$ cat src/rtl/mips_pkg.sv
// ============================================================================
//  Module      : mips_pkg
//  Description : Shared MIPS decode constants: opcodes, instruction field
//                bit positions and default datapath widths.
//  Revision    : 1.0 - initial release
// ============================================================================
`default_nettype none

package mips_pkg;

    // Default datapath widths
    localparam int DATA_WIDTH_DEF     = 32;
    localparam int REG_ADDR_WIDTH_DEF = 5;
    localparam int INSTR_WIDTH        = 32;
    localparam int IMM_WIDTH          = 16;

    // Instruction field bit positions
    localparam int OPCODE_MSB = 31;
    localparam int OPCODE_LSB = 26;
    localparam int RS_MSB     = 25;
    localparam int RS_LSB     = 21;
    localparam int RT_MSB     = 20;
    localparam int RT_LSB     = 16;
    localparam int RD_MSB     = 15;
    localparam int RD_LSB     = 11;
    localparam int SHAMT_MSB  = 10;
    localparam int SHAMT_LSB  = 6;
    localparam int FUNCT_MSB  = 5;
    localparam int FUNCT_LSB  = 0;
    localparam int IMM_MSB    = 15;
    localparam int IMM_LSB    = 0;

    // Opcodes of interest to decode
    localparam logic [5:0] OP_RTYPE = 6'h00;
    localparam logic [5:0] OP_LW    = 6'h23;
    localparam logic [5:0] OP_SW    = 6'h2B;
    localparam logic [5:0] OP_ANDI  = 6'h0C;
    localparam logic [5:0] OP_ORI   = 6'h0D;
    localparam logic [5:0] OP_XORI  = 6'h0E;

    // Logical immediates are zero-extended; everything else sign-extends
    function automatic logic is_zext_op(input logic [5:0] opcode);
        return (opcode == OP_ANDI) || (opcode == OP_ORI) || (opcode == OP_XORI);
    endfunction

endpackage

`default_nettype wire

$ cat src/rtl/id_ex_stage_hazard_unit.sv
// ============================================================================
//  Module      : hazard_unit
//  Description : Combinational load-use hazard detector. Flags when the load
//                sitting in EX writes a register the IF/ID instruction reads.
//  Revision    : 1.0 - initial release
// ============================================================================
`default_nettype none

module hazard_unit #(
    parameter int REG_ADDR_WIDTH = 5
) (
    input  logic                      i_ex_valid,
    input  logic                      i_ex_memread,
    input  logic [REG_ADDR_WIDTH-1:0] i_ex_rt,
    input  logic                      i_if_valid,
    input  logic [REG_ADDR_WIDTH-1:0] i_if_rs,
    input  logic [REG_ADDR_WIDTH-1:0] i_if_rt,
    input  logic                      i_ex_stall,
    input  logic                      i_flush,
    output logic                      o_hazard_stall
);

    logic w_load_in_ex;
    logic w_reg_match;

    // A stalled or flushed stage never bubbles: the load either holds or dies
    always_comb begin
        w_load_in_ex   = i_ex_valid && i_ex_memread && i_if_valid && (i_ex_rt != '0);
        w_reg_match    = (i_ex_rt == i_if_rs) || (i_ex_rt == i_if_rt);
        o_hazard_stall = w_load_in_ex && w_reg_match && !i_ex_stall && !i_flush;
    end

endmodule

`default_nettype wire

$ cat src/rtl/id_ex_stage.sv
// ============================================================================
//  Module      : id_ex_stage
//  Description : Decode-to-execute pipeline register. Splits the instruction,
//                drives register-file read addresses, extends the immediate,
//                registers operands/fields for EX, and inserts counted
//                bubbles on load-use hazards.
//  Options     : ID_EX_WB_BYPASS_EN - forward same-cycle writeback data into
//                the captured operands.
//  Revision    : 1.0 - initial release
// ============================================================================
`default_nettype none

module id_ex_stage
    import mips_pkg::*;
#(
    parameter int DATA_WIDTH     = DATA_WIDTH_DEF,
    parameter int REG_ADDR_WIDTH = REG_ADDR_WIDTH_DEF,
    parameter int CNT_WIDTH      = 16
) (
    input  logic                      Clock,
    input  logic                      Reset_n,
    input  logic                      If_Valid,
    input  logic [INSTR_WIDTH-1:0]    If_Instruction,
    input  logic [DATA_WIDTH-1:0]     If_PC,
    output logic [REG_ADDR_WIDTH-1:0] Read_Register1,
    output logic [REG_ADDR_WIDTH-1:0] Read_Register2,
    input  logic [DATA_WIDTH-1:0]     Read_Data1,
    input  logic [DATA_WIDTH-1:0]     Read_Data2,
    input  logic                      Wb_RegWrite,
    input  logic [REG_ADDR_WIDTH-1:0] Wb_Write_Register,
    input  logic [DATA_WIDTH-1:0]     Wb_Write_Data,
    input  logic                      Ex_Stall,
    input  logic                      Flush,
    output logic                      Hazard_Stall,
    output logic                      Ex_Valid,
    output logic [DATA_WIDTH-1:0]     Ex_PC,
    output logic [DATA_WIDTH-1:0]     Ex_Read_Data1,
    output logic [DATA_WIDTH-1:0]     Ex_Read_Data2,
    output logic [DATA_WIDTH-1:0]     Ex_Imm,
    output logic [REG_ADDR_WIDTH-1:0] Ex_Rs,
    output logic [REG_ADDR_WIDTH-1:0] Ex_Rt,
    output logic [REG_ADDR_WIDTH-1:0] Ex_Rd,
    output logic [4:0]                Ex_Shamt,
    output logic [5:0]                Ex_Opcode,
    output logic [5:0]                Ex_Funct,
    output logic                      Ex_MemRead,
    output logic [CNT_WIDTH-1:0]      Bubble_Count
);

    localparam logic [CNT_WIDTH-1:0] C_CNT_ONE = {{(CNT_WIDTH-1){1'b0}}, 1'b1};

    // Decoded fields
    logic [REG_ADDR_WIDTH-1:0] w_rs;
    logic [REG_ADDR_WIDTH-1:0] w_rt;
    logic [REG_ADDR_WIDTH-1:0] w_rd;
    logic [4:0]                w_shamt;
    logic [5:0]                w_opcode;
    logic [5:0]                w_funct;
    logic [IMM_WIDTH-1:0]      w_imm16;
    logic [DATA_WIDTH-1:0]     w_imm_ext;
    logic [DATA_WIDTH-1:0]     w_op1;
    logic [DATA_WIDTH-1:0]     w_op2;
    logic                      w_hazard;

    // EX-side registers
    logic                      r_ex_valid;
    logic [DATA_WIDTH-1:0]     r_ex_pc;
    logic [DATA_WIDTH-1:0]     r_ex_rd1;
    logic [DATA_WIDTH-1:0]     r_ex_rd2;
    logic [DATA_WIDTH-1:0]     r_ex_imm;
    logic [REG_ADDR_WIDTH-1:0] r_ex_rs;
    logic [REG_ADDR_WIDTH-1:0] r_ex_rt;
    logic [REG_ADDR_WIDTH-1:0] r_ex_rd;
    logic [4:0]                r_ex_shamt;
    logic [5:0]                r_ex_opcode;
    logic [5:0]                r_ex_funct;
    logic                      r_ex_memread;
    logic [CNT_WIDTH-1:0]      r_bubble_count;

    // Field split and immediate extension
    always_comb begin
        w_opcode  = If_Instruction[OPCODE_MSB:OPCODE_LSB];
        w_rs      = If_Instruction[RS_MSB:RS_LSB];
        w_rt      = If_Instruction[RT_MSB:RT_LSB];
        w_rd      = If_Instruction[RD_MSB:RD_LSB];
        w_shamt   = If_Instruction[SHAMT_MSB:SHAMT_LSB];
        w_funct   = If_Instruction[FUNCT_MSB:FUNCT_LSB];
        w_imm16   = If_Instruction[IMM_MSB:IMM_LSB];
        if (is_zext_op(w_opcode)) begin
            w_imm_ext = {{(DATA_WIDTH-IMM_WIDTH){1'b0}}, w_imm16};
        end else begin
            w_imm_ext = {{(DATA_WIDTH-IMM_WIDTH){w_imm16[IMM_WIDTH-1]}}, w_imm16};
        end
    end

    assign Read_Register1 = w_rs;
    assign Read_Register2 = w_rt;

`ifdef ID_EX_WB_BYPASS_EN
    // Operand select: writeback bypass, then $zero overrides everything
    always_comb begin
        w_op1 = Read_Data1;
        w_op2 = Read_Data2;
        if (Wb_RegWrite && (Wb_Write_Register != '0) && (Wb_Write_Register == w_rs)) begin
            w_op1 = Wb_Write_Data;
        end
        if (Wb_RegWrite && (Wb_Write_Register != '0) && (Wb_Write_Register == w_rt)) begin
            w_op2 = Wb_Write_Data;
        end
        if (w_rs == '0) begin
            w_op1 = '0;
        end
        if (w_rt == '0) begin
            w_op2 = '0;
        end
    end
`else
    // Writeback port is only meaningful when bypassing is built in
    logic w_unused_wb;
    assign w_unused_wb = ^{Wb_RegWrite, Wb_Write_Register, Wb_Write_Data};

    // Operand select: register-file data, with $zero forced to 0
    always_comb begin
        w_op1 = (w_rs == '0) ? '0 : Read_Data1;
        w_op2 = (w_rt == '0) ? '0 : Read_Data2;
    end
`endif

    hazard_unit #(
        .REG_ADDR_WIDTH (REG_ADDR_WIDTH)
    ) u_hazard_unit (
        .i_ex_valid     (r_ex_valid),
        .i_ex_memread   (r_ex_memread),
        .i_ex_rt        (r_ex_rt),
        .i_if_valid     (If_Valid),
        .i_if_rs        (w_rs),
        .i_if_rt        (w_rt),
        .i_ex_stall     (Ex_Stall),
        .i_flush        (Flush),
        .o_hazard_stall (w_hazard)
    );

    assign Hazard_Stall = w_hazard;

    // Pipeline register update: flush > stall > bubble > capture
    always_ff @(posedge Clock or negedge Reset_n) begin
        if (!Reset_n) begin
            r_ex_valid     <= 1'b0;
            r_ex_pc        <= '0;
            r_ex_rd1       <= '0;
            r_ex_rd2       <= '0;
            r_ex_imm       <= '0;
            r_ex_rs        <= '0;
            r_ex_rt        <= '0;
            r_ex_rd        <= '0;
            r_ex_shamt     <= '0;
            r_ex_opcode    <= '0;
            r_ex_funct     <= '0;
            r_ex_memread   <= 1'b0;
            r_bubble_count <= '0;
        end else if (Flush) begin
            r_ex_valid <= 1'b0;
        end else if (Ex_Stall) begin
            r_ex_valid <= r_ex_valid;
        end else if (w_hazard) begin
            // Invalidating the load ages it out, so the hazard clears next cycle
            r_ex_valid <= 1'b0;
            if (r_bubble_count != '1) begin
                r_bubble_count <= r_bubble_count + C_CNT_ONE;
            end
        end else begin
            r_ex_valid   <= If_Valid;
            r_ex_pc      <= If_PC;
            r_ex_rd1     <= w_op1;
            r_ex_rd2     <= w_op2;
            r_ex_imm     <= w_imm_ext;
            r_ex_rs      <= w_rs;
            r_ex_rt      <= w_rt;
            r_ex_rd      <= w_rd;
            r_ex_shamt   <= w_shamt;
            r_ex_opcode  <= w_opcode;
            r_ex_funct   <= w_funct;
            r_ex_memread <= (w_opcode == OP_LW);
        end
    end

    assign Ex_Valid      = r_ex_valid;
    assign Ex_PC         = r_ex_pc;
    assign Ex_Read_Data1 = r_ex_rd1;
    assign Ex_Read_Data2 = r_ex_rd2;
    assign Ex_Imm        = r_ex_imm;
    assign Ex_Rs         = r_ex_rs;
    assign Ex_Rt         = r_ex_rt;
    assign Ex_Rd         = r_ex_rd;
    assign Ex_Shamt      = r_ex_shamt;
    assign Ex_Opcode     = r_ex_opcode;
    assign Ex_Funct      = r_ex_funct;
    assign Ex_MemRead    = r_ex_memread;
    assign Bubble_Count  = r_bubble_count;

endmodule

`default_nettype wire

$ cat config.mk
export PLATFORM = sky130hd
export DESIGN_NAME = id_ex_stage
export DESIGN_NICKNAME = d
export VERILOG_FILES = /design/src/rtl/mips_pkg.sv /design/src/rtl/id_ex_stage_hazard_unit.sv /design/src/rtl/id_ex_stage.sv
export SDC_FILE = /design/constraint.sdc
export NUM_CORES = 1
export LEC_CHECK = 0
export ABC_AREA = 1
export BUFFER_PORTS_ARGS = -buffer_cell sky130_fd_sc_hd__buf_2
export CORE_MARGIN = 10
export CORE_UTILIZATION = 35
export DETAILED_ROUTE_END_ITERATION = 8
export PLACE_DENSITY = 0.65
export SLEW_MARGIN = 15
export SYNTH_ARGS = -nofsm -noshare
export SYNTH_HDL_FRONTEND = slang
export SYNTH_HIERARCHICAL = 1
export SYNTH_SLANG_ARGS = --single-unit
export TNS_END_PERCENT = 10
$ cat constraint.sdc
create_clock -name Clock -period 2.8 [get_ports Clock]
set_input_delay 0.28 -clock Clock [delete_from_list [all_inputs] [get_ports Clock]]
set_output_delay 0.28 -clock Clock [all_outputs]
set_load 0.01 [all_outputs]
Word-level counts from Yosys, hierarchy flattened
Index checks and enable logic that the tools add are counted.

word-level totals
  flip-flop bits (word level) = 178
  input bits = 171
  output and inout port bits = 189

cells by class
  add/sub/neg operators = 1
  eq/ne operators = 8
  muxes and demuxes = 6
  bitwise gates (word level) = 3
  reduce and logical (&&, ||, !) cells = 16

operators with widths
  kind                                                    number
  two-way mux 32 bit                                      3
  equality test 6 x 4 -> 1 bit (second input constant)    3
  adder 16 x 1 -> 16 bit (second input constant)          1
  inequality test 16 bit (second input constant)          1
  equality test 5 bit                                     2
  zero test 5 bit                                         2
  equality test 6 bit (second input constant)             1
  logical AND 1 bit                                       6
  nonzero test 5 bit                                      1
  AND reduction 4 bit                                     1
  logical OR 1 bit                                        3
  two-way mux 1 bit                                       3
  NOT 1 bit                                               3
  AND reduction 3 bit                                     1
  zero test 1 bit                                         2
  inequality test 2 x 1 -> 1 bit (second input constant)  1

Logic depth before layout (Yosys ltp)
Gate-level depths: netlist (run 1).

  depth after elaboration = 9
  depth in mapped cells = 12
  depth with buffers taken out = 11

Hierarchy
The synthesis (run 1) kept the hierarchy.

modules (own cells, without submodules)
  module       instances  cells each  area an instance (um^2)
  id_ex_stage  1          757         6,413.7
  hazard_unit  1          46          203.9

Worst setup path before layout (run 1)
Ideal clock, no wire load.

  path type = register -> register
  start = reg r_ex_rt[1], in the netlist Ex_Rt[1]
  end = reg r_bubble_count[9], in the netlist Bubble_Count[9]
  library setup time = 0.117 ns
  arrival = 1.665 ns
  data required time = 2.683 ns
  slack = 1.018 ns
  stages on the path, launching flop included = 11
  path buffers = 1
  period minus slack after synthesis = 1.782 ns
  cell sequence = dfrtp_1 xor2_1 nor2_1 nand3_1 a21oi_2 inv_1 nor2_4 buf_6 nand2_1 nand2_1 nand2_1

on the way
  cells in the longest elaborated chain, start to end = 6
  elaborated cells between the ends (all ways) = 9
  those cells by class = eq/ne (2); reduce/logical (7)

RTL lines
  what                                                              line                                                          source
  from (decl)                                                       id_ex_stage.sv:72                                             logic [REG_ADDR_WIDTH-1:0] r_ex_rt;
  from (signal assigned)                                            id_ex_stage.sv:178                                            r_ex_rt <= w_rt;
  equality test 5 bit / nonzero test 5 bit (equally long branches)  id_ex_stage_hazard_unit.sv:29, id_ex_stage_hazard_unit.sv:28
  logical OR 1 bit / logical AND 1 bit (equally long branches)      id_ex_stage_hazard_unit.sv:29, id_ex_stage_hazard_unit.sv:28
  logical AND 1 bit (*) (3 in series)                               id_ex_stage_hazard_unit.sv:30                                 o_hazard_stall = w_load_in_ex && w_reg_match && !i_ex_stall && !i_flush;
  named net Hazard_Stall                                            id_ex_stage.sv:34                                             output logic Hazard_Stall,
  AND reduction 4 bit (no line) (*)                                 --
  to (signal assigned)                                              id_ex_stage.sv:169                                            r_bubble_count <= r_bubble_count + C_CNT_ONE;
  to (decl)                                                         id_ex_stage.sv:78                                             logic [CNT_WIDTH-1:0] r_bubble_count;

Mark *: on every way through the listed nets, which the timed path passes. The rest lies on a longest branch.
A chain may end at the register's enable or synchronous reset.

Final worst setup path (run 1)
  start = reg r_ex_rt[0], in the netlist Ex_Rt[0]
  end = reg r_ex_rd1[17], in the netlist Ex_Read_Data1[17]

on the way
  cells in the longest elaborated chain, start to end = 7
  elaborated cells between the ends (all ways) = 10
  those cells by class = eq/ne (2); bitwise (1); reduce/logical (7)

RTL lines
  what                                                              line                                                          source
  equality test 5 bit / nonzero test 5 bit (equally long branches)  id_ex_stage_hazard_unit.sv:29, id_ex_stage_hazard_unit.sv:28
  logical OR 1 bit / logical AND 1 bit (equally long branches)      id_ex_stage_hazard_unit.sv:29, id_ex_stage_hazard_unit.sv:28
  logical AND 1 bit (*) (3 in series)                               id_ex_stage_hazard_unit.sv:30
  NOT 1 bit (no line) (*)                                           --
  AND reduction 3 bit (no line) (*)                                 --
  to (signal assigned)                                              id_ex_stage.sv:174                                            r_ex_rd1 <= w_op1;
  to (decl)                                                         id_ex_stage.sv:68                                             logic [DATA_WIDTH-1:0] r_ex_rd1;

Mark *: on every way between the ends. The rest lies on a longest branch, timed or not.

==> out/results.txt, run 1 <==
Summed over all cells, the static leakage comes to 0.00508 µW. Leaving out fill and tap cells, the most frequent cell in the layout is sky130_fd_sc_hd__nand2_1. The logic gate share of total power came out at 0.171. The first routing iteration left 318 violations. The number of pins exceeding their max-slew limit in the final report is 0.

The area of the die is 24800 µm², and the adder and majority cell fraction of the synthesized area is 0.00189. TritonCTS built the clock tree. The logs give 360 for the top-level I/O count and 2 for the maximum buffer depth of the clock tree. The area growth from synthesis to layout is 32.1%. Counting every net in the synthesized netlist gives 975. The antenna violation net count after detailed routing was 0; the final non-filler cell total was 1322. After detailed routing, the average wire length per cell comes to 16.0 µm. After synthesis, the largest family of logic cells by area is simple AND/OR/NAND/NOR gates. Counting the buffers created by CTS gives 17. The worst min-delay path category is in -> reg. The clock root buffer master is sky130_fd_sc_hd__clkbuf_16. Measured along the x axis, the die boundary spans 158 µm. The repair_antennas step left the layout with diodes totalling 0.

The all-layer global routing usage came out at 0.167. STA puts the critical path data required time at 3.15 ns. The tools report the total of endpoints with negative setup slack in the final report as 0. The total setup buffers inserted after CTS is 0, and the setup clock skew after layout is 0.0101 ns. After global routing the overflow that remains totals 0. The post-route fraction of the period consumed by the critical path was 0.731; the via count was 6070.

The tools report the cell-internal power as 4200 µW. The run gives 0.425 as the sequential share of power. The count of distinct cell types in the synthesized netlist was 25. Total core area: 18600 µm².

The worst hold path passes through 3 cells. The total of max-cap violations is 0. The logs give 2.40 ns for the critical path data arrival time and 8120 µm² for the standard cell area after detailed placement. The run finished with clean final reports. The run gives 1866 as the number of inserted filler cells in the final layout.

Timing would allow up to 0.488 GHz. The share of synthesized cell area in and, or, nand and nor gates works out to 0.326. The portion of netlist area occupied by mux cells was 0.

Switching fraction of total power: 0.286. For the number of antenna violations at the first check in global routing, the log shows 1. The slew at the pin closest to its max-slew limit works out to 0.608 ns.

The CTS clock-pin slew for the worst setup and hold paths works out to 0.07 ns. The power density normalized to cell area is 674 nW/µm², and the HPWL after detailed placement is 15700 µm. Element type at the critical path end: a flop.

Of all nets on the critical path, the largest fanout is 57. The effective utilization at floorplan is 0.355. For the part of the total power dissipated in the clock network, the log shows 0.404. The post-detailed-route via-to-cell ratio came out at 4.59.

The largest net degree at the start of global routing was 87; the worst supply voltage drop on vdd was 387 µV. The initialized floorplan defines 50 standard-cell rows. Counting every instance in the synthesized netlist gives 803. The H-tree generated during clock tree synthesis spans 4 levels. Number of clock sinks: 147. The run gives 0.556 as the share of synthesized area occupied by flip-flops and latches. The tools report the switching component of the power as 1680 µW. The worst path in the final design needs a cycle of 2.05 ns, including I/O delays and setup.

Measured in cells, the most critical reg-to-reg path has a length of 10. The compound-gate portion of the synthesized area works out to 0.00964. Summed over all layers, the routed wires come to 21200 µm. The first global-routing pass estimated 32900 µm of wire. The xor/xnor cell area share of the yosys netlist is 0.00662. Input and output buffers added on the ports amount to 321. The tools report the kind of start point of the critical path as a flop.

For the worst slew slack as a fraction of its limit, the log shows 0.595. The synthesized netlist occupies a cell area of 6620 µm². The flip-flop and latch count after synthesis is 147, and the number of optimization iterations in the first detailed-route pass is 5. The final layout contains 1248 nets. The number of global-route vias before repair is 6041, and the share of final-layout standard cells stronger than drive strength 1 is 0.346.

The warning count from the yosys run was 6. Clock latency on the worst-skew pair, taken at its later pin, is 0.41 ns. The setup total negative slack was 0 ns; the overall die height was 158 µm. The hold violation count in the final report was 0. The top cell types in the final layout, fill and taps aside, are sky130_fd_sc_hd__nand2_1, sky130_fd_sc_hd__buf_2, sky130_fd_sc_hd__dfrtp_1. The final cell area excluding filler cells is 8740 µm², and the routability-driven placement congestion ratio is 0.816. The average cell area after synthesis works out to 8.24 µm².

After detailed routing, the number of remaining DRC violations is 0. After detailed placement, the design holds a cell count of 1290. Setup repair after global routing left no endpoint under its margin. The path type of the worst setup path is reg -> reg.
per-layer routing:
| metal | routed length, µm | GRT usage |
|---|---|---|
| met1 | 8250 | 0.194 |
| met2 | 10300 | 0.273 |
| met3 | 2220 | 0.0723 |
| met4 | 370 | 0.0485 |
| met5 | 11 | 0 |
final timing paths:
path | start | endpoint | slack [ns]
max in group asynchronous | Reset_n | Ex_Read_Data2[8] | 1.65
min reg2reg | Ex_PC[5] | Ex_PC[5] | 0.47
max | Ex_Rt[0] | Ex_Read_Data1[17] | 0.75
max reg2reg | Ex_Rt[0] | Ex_Read_Data1[17] | 0.75
min in group asynchronous | Reset_n | Ex_Read_Data1[9] | 0.41
min | If_Instruction[2] | Ex_Imm[2] | 0.07
per-stage QoR:
step                setup WS [ns]  hold slack [ns]  power [µW]  utilization
floorplan                    1.02          -0.0156        3080            -
global placement            0.752            0.299        3550        0.436
detailed placement          0.731            0.307        3570        0.436
CTS                         0.722           0.0442        5980        0.469
global route                0.475           0.0488        6190        0.469
finish                      0.752           0.0687        5890        0.469
power groups by stage:
stage / Combinational, µW / Clock (µW) / Sequential [µW]
finish: 1010 / 2380 / 2500
global route: 1130 / 2530 / 2540
CTS: 1040 / 2430 / 2500
detailed placement: 1040 / 0 / 2530
global placement: 1020 / 0 / 2530
floorplan: 424 / 0 / 2650
synthesized netlist by cell type, drive strengths merged:
| master | n | area share |
|---|---|---|
| clkbuf | 6 | 0.0034 |
| buf | 72 | 0.075 |
| xor2 | 2 | 0.0026 |
| xnor2 | 3 | 0.0040 |
| nand4 | 7 | 0.0066 |
| nor2 | 26 | 0.021 |
| o21ai | 8 | 0.0060 |
| nand2 | 392 | 0.22 |
| ha | 1 | 0.0019 |
| nor3 | 6 | 0.0045 |
| a21oi | 2 | 0.0021 |
| dfrtp | 147 | 0.56 |
| nand3 | 90 | 0.068 |
| a32o | 1 | 0.0015 |
| inv | 38 | 0.022 |
| nand3b | 1 | 0.0011 |
| nor3b | 1 | 0.0011 |
worst max-delay path, stage by stage (launching register included):
cell	delay (ns)
sky130_fd_sc_hd__dfrtp_1	0.46
sky130_fd_sc_hd__nand2_1	0.09
sky130_fd_sc_hd__inv_1	0.04
sky130_fd_sc_hd__nor2_1	0.09
sky130_fd_sc_hd__nor2_1	0.05
sky130_fd_sc_hd__nand3_1	0.10
sky130_fd_sc_hd__a21oi_2	0.10
sky130_fd_sc_hd__nor2_4	0.19
sky130_fd_sc_hd__buf_4	0.53
sky130_fd_sc_hd__nand3_1	0.21
sky130_fd_sc_hd__nand2_1	0.09
registers in the layout, summed over array words and instances (netlist names):
register and flops:
Ex_PC 32, Ex_Read_Data2 32, Ex_Rs 5, Ex_Valid 1
Ex_Rt 5, Ex_Imm 17, Ex_Read_Data1 32, Ex_Opcode 6
Ex_MemRead 1, Bubble_Count 16
cell families (layout without fill, tap and decap cells):
logic type      Yosys count  in the layout
compound gates           11             11
xor+xnor                  5              5
fa+ha+maj                 1              1
buf+inv                 116            401
flops                   147            147
simple gates            523            523
layout make-up:
| type | instances | area, µm² | area share |
|---|---|---|---|
| sequential | 147 | 3680 | 0.421 |
| multi-input combinational | 540 | 2280 | 0.261 |
| timing repair buffer | 332 | 1740 | 0.199 |
| clock buffer | 18 | 439 | 0.0502 |
| tap | 234 | 293 | 0.0335 |
| clock inverter | 13 | 173 | 0.0198 |
| inverter | 38 | 145 | 0.0166 |
repair_timing:
item                                   CTS  global route
hold buffers                             1             0
endpoints found under the hold margin   55             0
gates resized for setup                  0             0
(Power assumes the default switching activity.)
==> inputs of run 2 (changes only) <==
--- a/config.mk
+++ b/config.mk
@@ -5,12 +5,12 @@
 export SDC_FILE = /design/constraint.sdc
 export NUM_CORES = 1
 export LEC_CHECK = 0
-export ABC_AREA = 1
+export ABC_AREA = 0
 export BUFFER_PORTS_ARGS = -buffer_cell sky130_fd_sc_hd__buf_2
 export CORE_MARGIN = 10
 export CORE_UTILIZATION = 35
 export DETAILED_ROUTE_END_ITERATION = 8
-export PLACE_DENSITY = 0.65
+export PLACE_DENSITY = 0.67
 export SLEW_MARGIN = 15
 export SYNTH_ARGS = -nofsm -noshare
 export SYNTH_HDL_FRONTEND = slang
==> constraint.sdc (replaced) <==
create_clock -name Clock -period 2.14 [get_ports Clock]
set_input_delay 0.214 -clock Clock [delete_from_list [all_inputs] [get_ports Clock]]
set_output_delay 0.214 -clock Clock [all_outputs]
set_load 0.01 [all_outputs]
==> run 2 against run 1 <==
Against the previous run: highest routed layer unchanged; area after synthesis is 9.4% lower; the run now ends with negative setup slack left; maximum frequency is 16% lower; core utilization is 11 points higher; combinational power is 50% higher; sequential power is 32% higher; non-clock buffer count is 130 higher; first-iteration DRC count is 25% lower; power is 35% higher.
==> out/results.txt, run 2 <==
The final non-filler cell total was 1208 (-8.6%); the routability-driven placement congestion ratio was 0.833 (+2.1%). The average cell area after synthesis came out at 10.6 µm² (+29%). Number of enable flip-flop cells after synthesis: 0 (unchanged). Power density normalized to cell area: 821 nW/µm² (+22%). The run gives 0 (unchanged) as the number of pins exceeding their max-slew limit in the final report. The run gives 1069 (-17%) as the placed instance count. The logs give 0.00525 µW (+3.3%) for the static leakage and 0 (unchanged) for the total of max-cap violations.

The slew at the pin closest to its max-slew limit was 0.489 ns (-0.118 ns); the setup total negative slack was -22.43 ns (-22.43 ns). For the number of clock sinks, the log shows 147 (unchanged). The count of distinct cell types in the synthesized netlist is 33 (+32%), and the number of global-route vias before repair is 5872 (-2.8%). The starting DRC count in detailed routing is 237 (-25%), and the CTS clock-pin slew for the worst setup and hold paths is 0.06 ns (about the same). The min-delay analysis places its worst path in the category in -> reg.

The worst supply voltage drop on vdd is 521 µV (+35%). The worst setup path is of the reg -> reg kind. The slowest stage of the critical path is the sky130_fd_sc_hd__dfrtp_2 cell. The area share of the largest cell type after synthesis was 0.613 (+0.0574); the time the worst path needs with I/O delays and setup was 2.44 ns (+0.396 ns). Clock root buffer master: sky130_fd_sc_hd__clkbuf_16. The sequential standard cell area was 3680 µm² (+0.14%).

For the final hold slack, the log shows 0.0199 ns (-0.0488 ns). Leaving out fill and tap cells, the most frequent cells in the layout are sky130_fd_sc_hd__buf_2, sky130_fd_sc_hd__nand2_1, sky130_fd_sc_hd__dfrtp_1. The async set-or-reset flop fraction in the synthesized netlist was 1.00 (unchanged).

Overall overflow remaining after global route: 0 (unchanged). The logs give 2.74 ns (+0.34 ns) for the critical path data arrival time and 32600 µm (-1.1%) for the global-route wire length before repair. The worst setup path is captured at a flop. The checks that failed: negative setup slack. The flip-flop and latch count after synthesis came out at 147 (unchanged).

The maximum level of the CTS H-tree came out at 4 (unchanged). The critical path's largest stage delay is 0.43 ns (-0.10 ns). The cell count after synthesis is 564 (-30%), and the number of optimization iterations in the first detailed-route pass is 4 (-1).

The library cell used most frequently in the layout, excluding fill and tap cells, is sky130_fd_sc_hd__buf_2. The worst-case setup margin in the final layout is -0.304 ns (-1.06 ns), and the post-detailed-route via-to-cell ratio is 4.66 (+1.5%). The via count was 5627 (-7.3%).

For the cell area after synthesis, the log shows 6000 µm² (-9.4%). Of all cell types, the one taking the most synthesized area is sky130_fd_sc_hd__dfrtp_1. The area of the die was 22800 µm² (-8.2%). Sorting the synthesized cells by area gives the leading types as sky130_fd_sc_hd__dfrtp_1, sky130_fd_sc_hd__nand2_1, sky130_fd_sc_hd__a22o_1, sky130_fd_sc_hd__buf_4, sky130_fd_sc_hd__xor2_1. Number of inserted filler cells in the final layout: 1364 (-27%). The tools report the area occupied by multi-input gates as 2070 µm² (-9.0%).

The kind of cell adding the most delay to the critical path was simple AND/OR/NAND/NOR gates. The share of final-layout standard cells stronger than drive strength 1 came out at 0.432 (+0.0860). TritonCTS built the clock tree.

The insertion delay of the later-clocked pin in the worst-skew pair is 0.41 ns (about the same), and the post-route fraction of the period consumed by the critical path is 1.14 (+0.411). The beginning of the critical path was Ex_Rt[2]. Critical register-to-register path startpoint: Ex_Rt[2]. For the total wire length, the log shows 21500 µm (+1.6%).

In this run the most critical hold path is launched from Read_Data2[24]. The tools report the maximum buffer depth of the clock tree as 2 (unchanged). Setup repair after global routing could not meet its margin everywhere. Effective utilization at floorplan: 0.359 (+0.00419).

The total of endpoints with negative setup slack in the final report is 146 (+146), and the warning count from the yosys run is 6 (unchanged). All-layer global routing usage: 0.182 (+0.0156). The tools report the data required time of the critical path as 2.43 ns (-0.72 ns). From synthesis to final layout, the design area changed by 61.9%. The worst slew slack as a fraction of its limit came out at 0.671 (+0.0762). Among all flip-flop cells after synthesis, the most frequent one is sky130_fd_sc_hd__dfrtp_1.

Average wire per cell in the routed design: 17.8 µm (+11%). By count the netlist is led by sky130_fd_sc_hd__nand2_1, sky130_fd_sc_hd__dfrtp_1, sky130_fd_sc_hd__a22o_1. Share of synthesized area occupied by flip-flops and latches: 0.613 (+0.0574).

The setup clock skew after layout is 0.00844 ns (-0.00165 ns). The post-layout total power is 7980 µW (+35%). The run gives 0 (unchanged) as the antenna violation net count after detailed routing. The number of antenna violations at the first check in global routing was 3 (+2). The tools report the utilization after layout as 0.581 (+0.113). The worst setup path is launched from a flop. The final routed DRC violation total is 0 (unchanged), and the total number of nets in the final design is 1147 (-8.1%). For the number of nets in the synthesized netlist, the log shows 736 (-25%). The register-to-register path setup slack was -0.30 ns (-1.06 ns); the number of input and output port buffers inserted was 321 (unchanged). The run gives 0 (unchanged) as the hold violation count in the final report. In the post-synthesis netlist, the cell with the most instances is sky130_fd_sc_hd__nand2_1. The overall die height is 151 µm (-4.2%). The largest driver fanout on the critical path was 5 (-91%). For the HPWL after detailed placement, the log shows 14800 µm (-6.0%).

Walking the worst path, the cells encountered are xor2_1 > nor3_1 > nand3_1 > a21oi_2 > or3b_4 > buf_4 > buf_8 > nor3_4 > nand4_1 > mux2_4. The number of clock buffers inserted by TritonCTS was 17 (unchanged); the maximum operating frequency was 0.409 GHz (-16%). The die outline width was 151 µm (-4.2%); the standard-cell row count was 47 (-6.0%).

The tools report the top-level I/O count as 360 (unchanged). The run finished, with violations left. Buffers plus inverters on the worst setup path: 2 (unchanged). The largest net degree at the start of global routing came out at 60 (-31%). For the total core area, the log shows 16700 µm² (-10%).
-- run 2: changes by cell type in the layout (fill, tap and decap cells not counted), moves of 5 or more --
cell and delta:
sky130_fd_sc_hd__nand2_1 -189, sky130_fd_sc_hd__xor2_1 +14, sky130_fd_sc_hd__buf_4 +26, sky130_fd_sc_hd__xnor2_1 +5
sky130_fd_sc_hd__dlygate4sd3_1 +96, sky130_fd_sc_hd__inv_1 -34, sky130_fd_sc_hd__o21ai_1 -7, sky130_fd_sc_hd__nand3_1 -82
sky130_fd_sc_hd__a22o_1 +64, sky130_fd_sc_hd__nor2_1 -13
-- run 2: area by class of cell --
class	count	share of cell area
inverters	1	0.000387
multi-input cells	346	0.214
diodes	1	0.000258
clock buffers	17	0.0438
repair buffers	462	0.313
flip-flops and latches	147	0.379
well taps	220	0.0283
clock inverters	14	0.0210
-- run 2: power by group --
group / leakage [µW] / switching [µW] / internal (µW)
sequential: 0.00184 / 200 / 3090
combinational: 0.00310 / 778 / 739
clock: 0.000302 / 1200 / 1970
total: 0.00525 / 2180 / 5800
-- run 2: kinds of logic after synthesis --
logic type | count (synthesis) | synth area share
and+or+nand+nor | 247 | 0.172
muxes | 2 | 0.00375
AOI/OAI and AO/OA | 71 | 0.102
adders and majority gates | 1 | 0.00209
buffers and inverters | 72 | 0.0720
DFF | 147 | 0.613
xor gates and xnor gates | 24 | 0.0350
-- run 2: per-layer routing --
| layer | global-route usage | up-vias | wire [µm] |
|---|---|---|---|
| li1 | - | 2679 | - |
| met1 | 0.210 | 2637 | 8270 |
| met2 | 0.296 | 276 | 10400 |
| met3 | 0.0832 | 31 | 2450 |
| met4 | 0.0577 | 4 | 376 |
| met5 | 0 | - | 20 |
-- run 2: path summary, 6_finish.rpt --
check | endpoint | cells after the start
worst min register to register | Ex_Opcode[0] | 2
max in group asynchronous | Ex_Read_Data1[30] | 3
worst min-delay path | Ex_Read_Data2[24] | 2
worst max-delay path | Bubble_Count[14] | 10
worst max register to register | Bubble_Count[14] | 10
min in group asynchronous | Ex_Imm[12] | 2
-- run 2: repair_timing --
item                                    CTS  global route
setup buffers                             3             6
cloned                                    2             1
endpoints found under the hold margin   143             0
pin swaps                                20            10
endpoints found under the setup margin  145           147
gates resized for setup                  25            10
hold buffers                             97             0
-- run 2: metrics by stage --
stage	setup slack, ns	instance area, µm²
6_report	-0.304	9710
5_1_grt	-0.443	9710
4_1_cts	-0.334	9590
3_5_place_dp	-0.387	7820
3_3_place_gp	-0.334	7820
2_1_floorplan	-0.449	6080
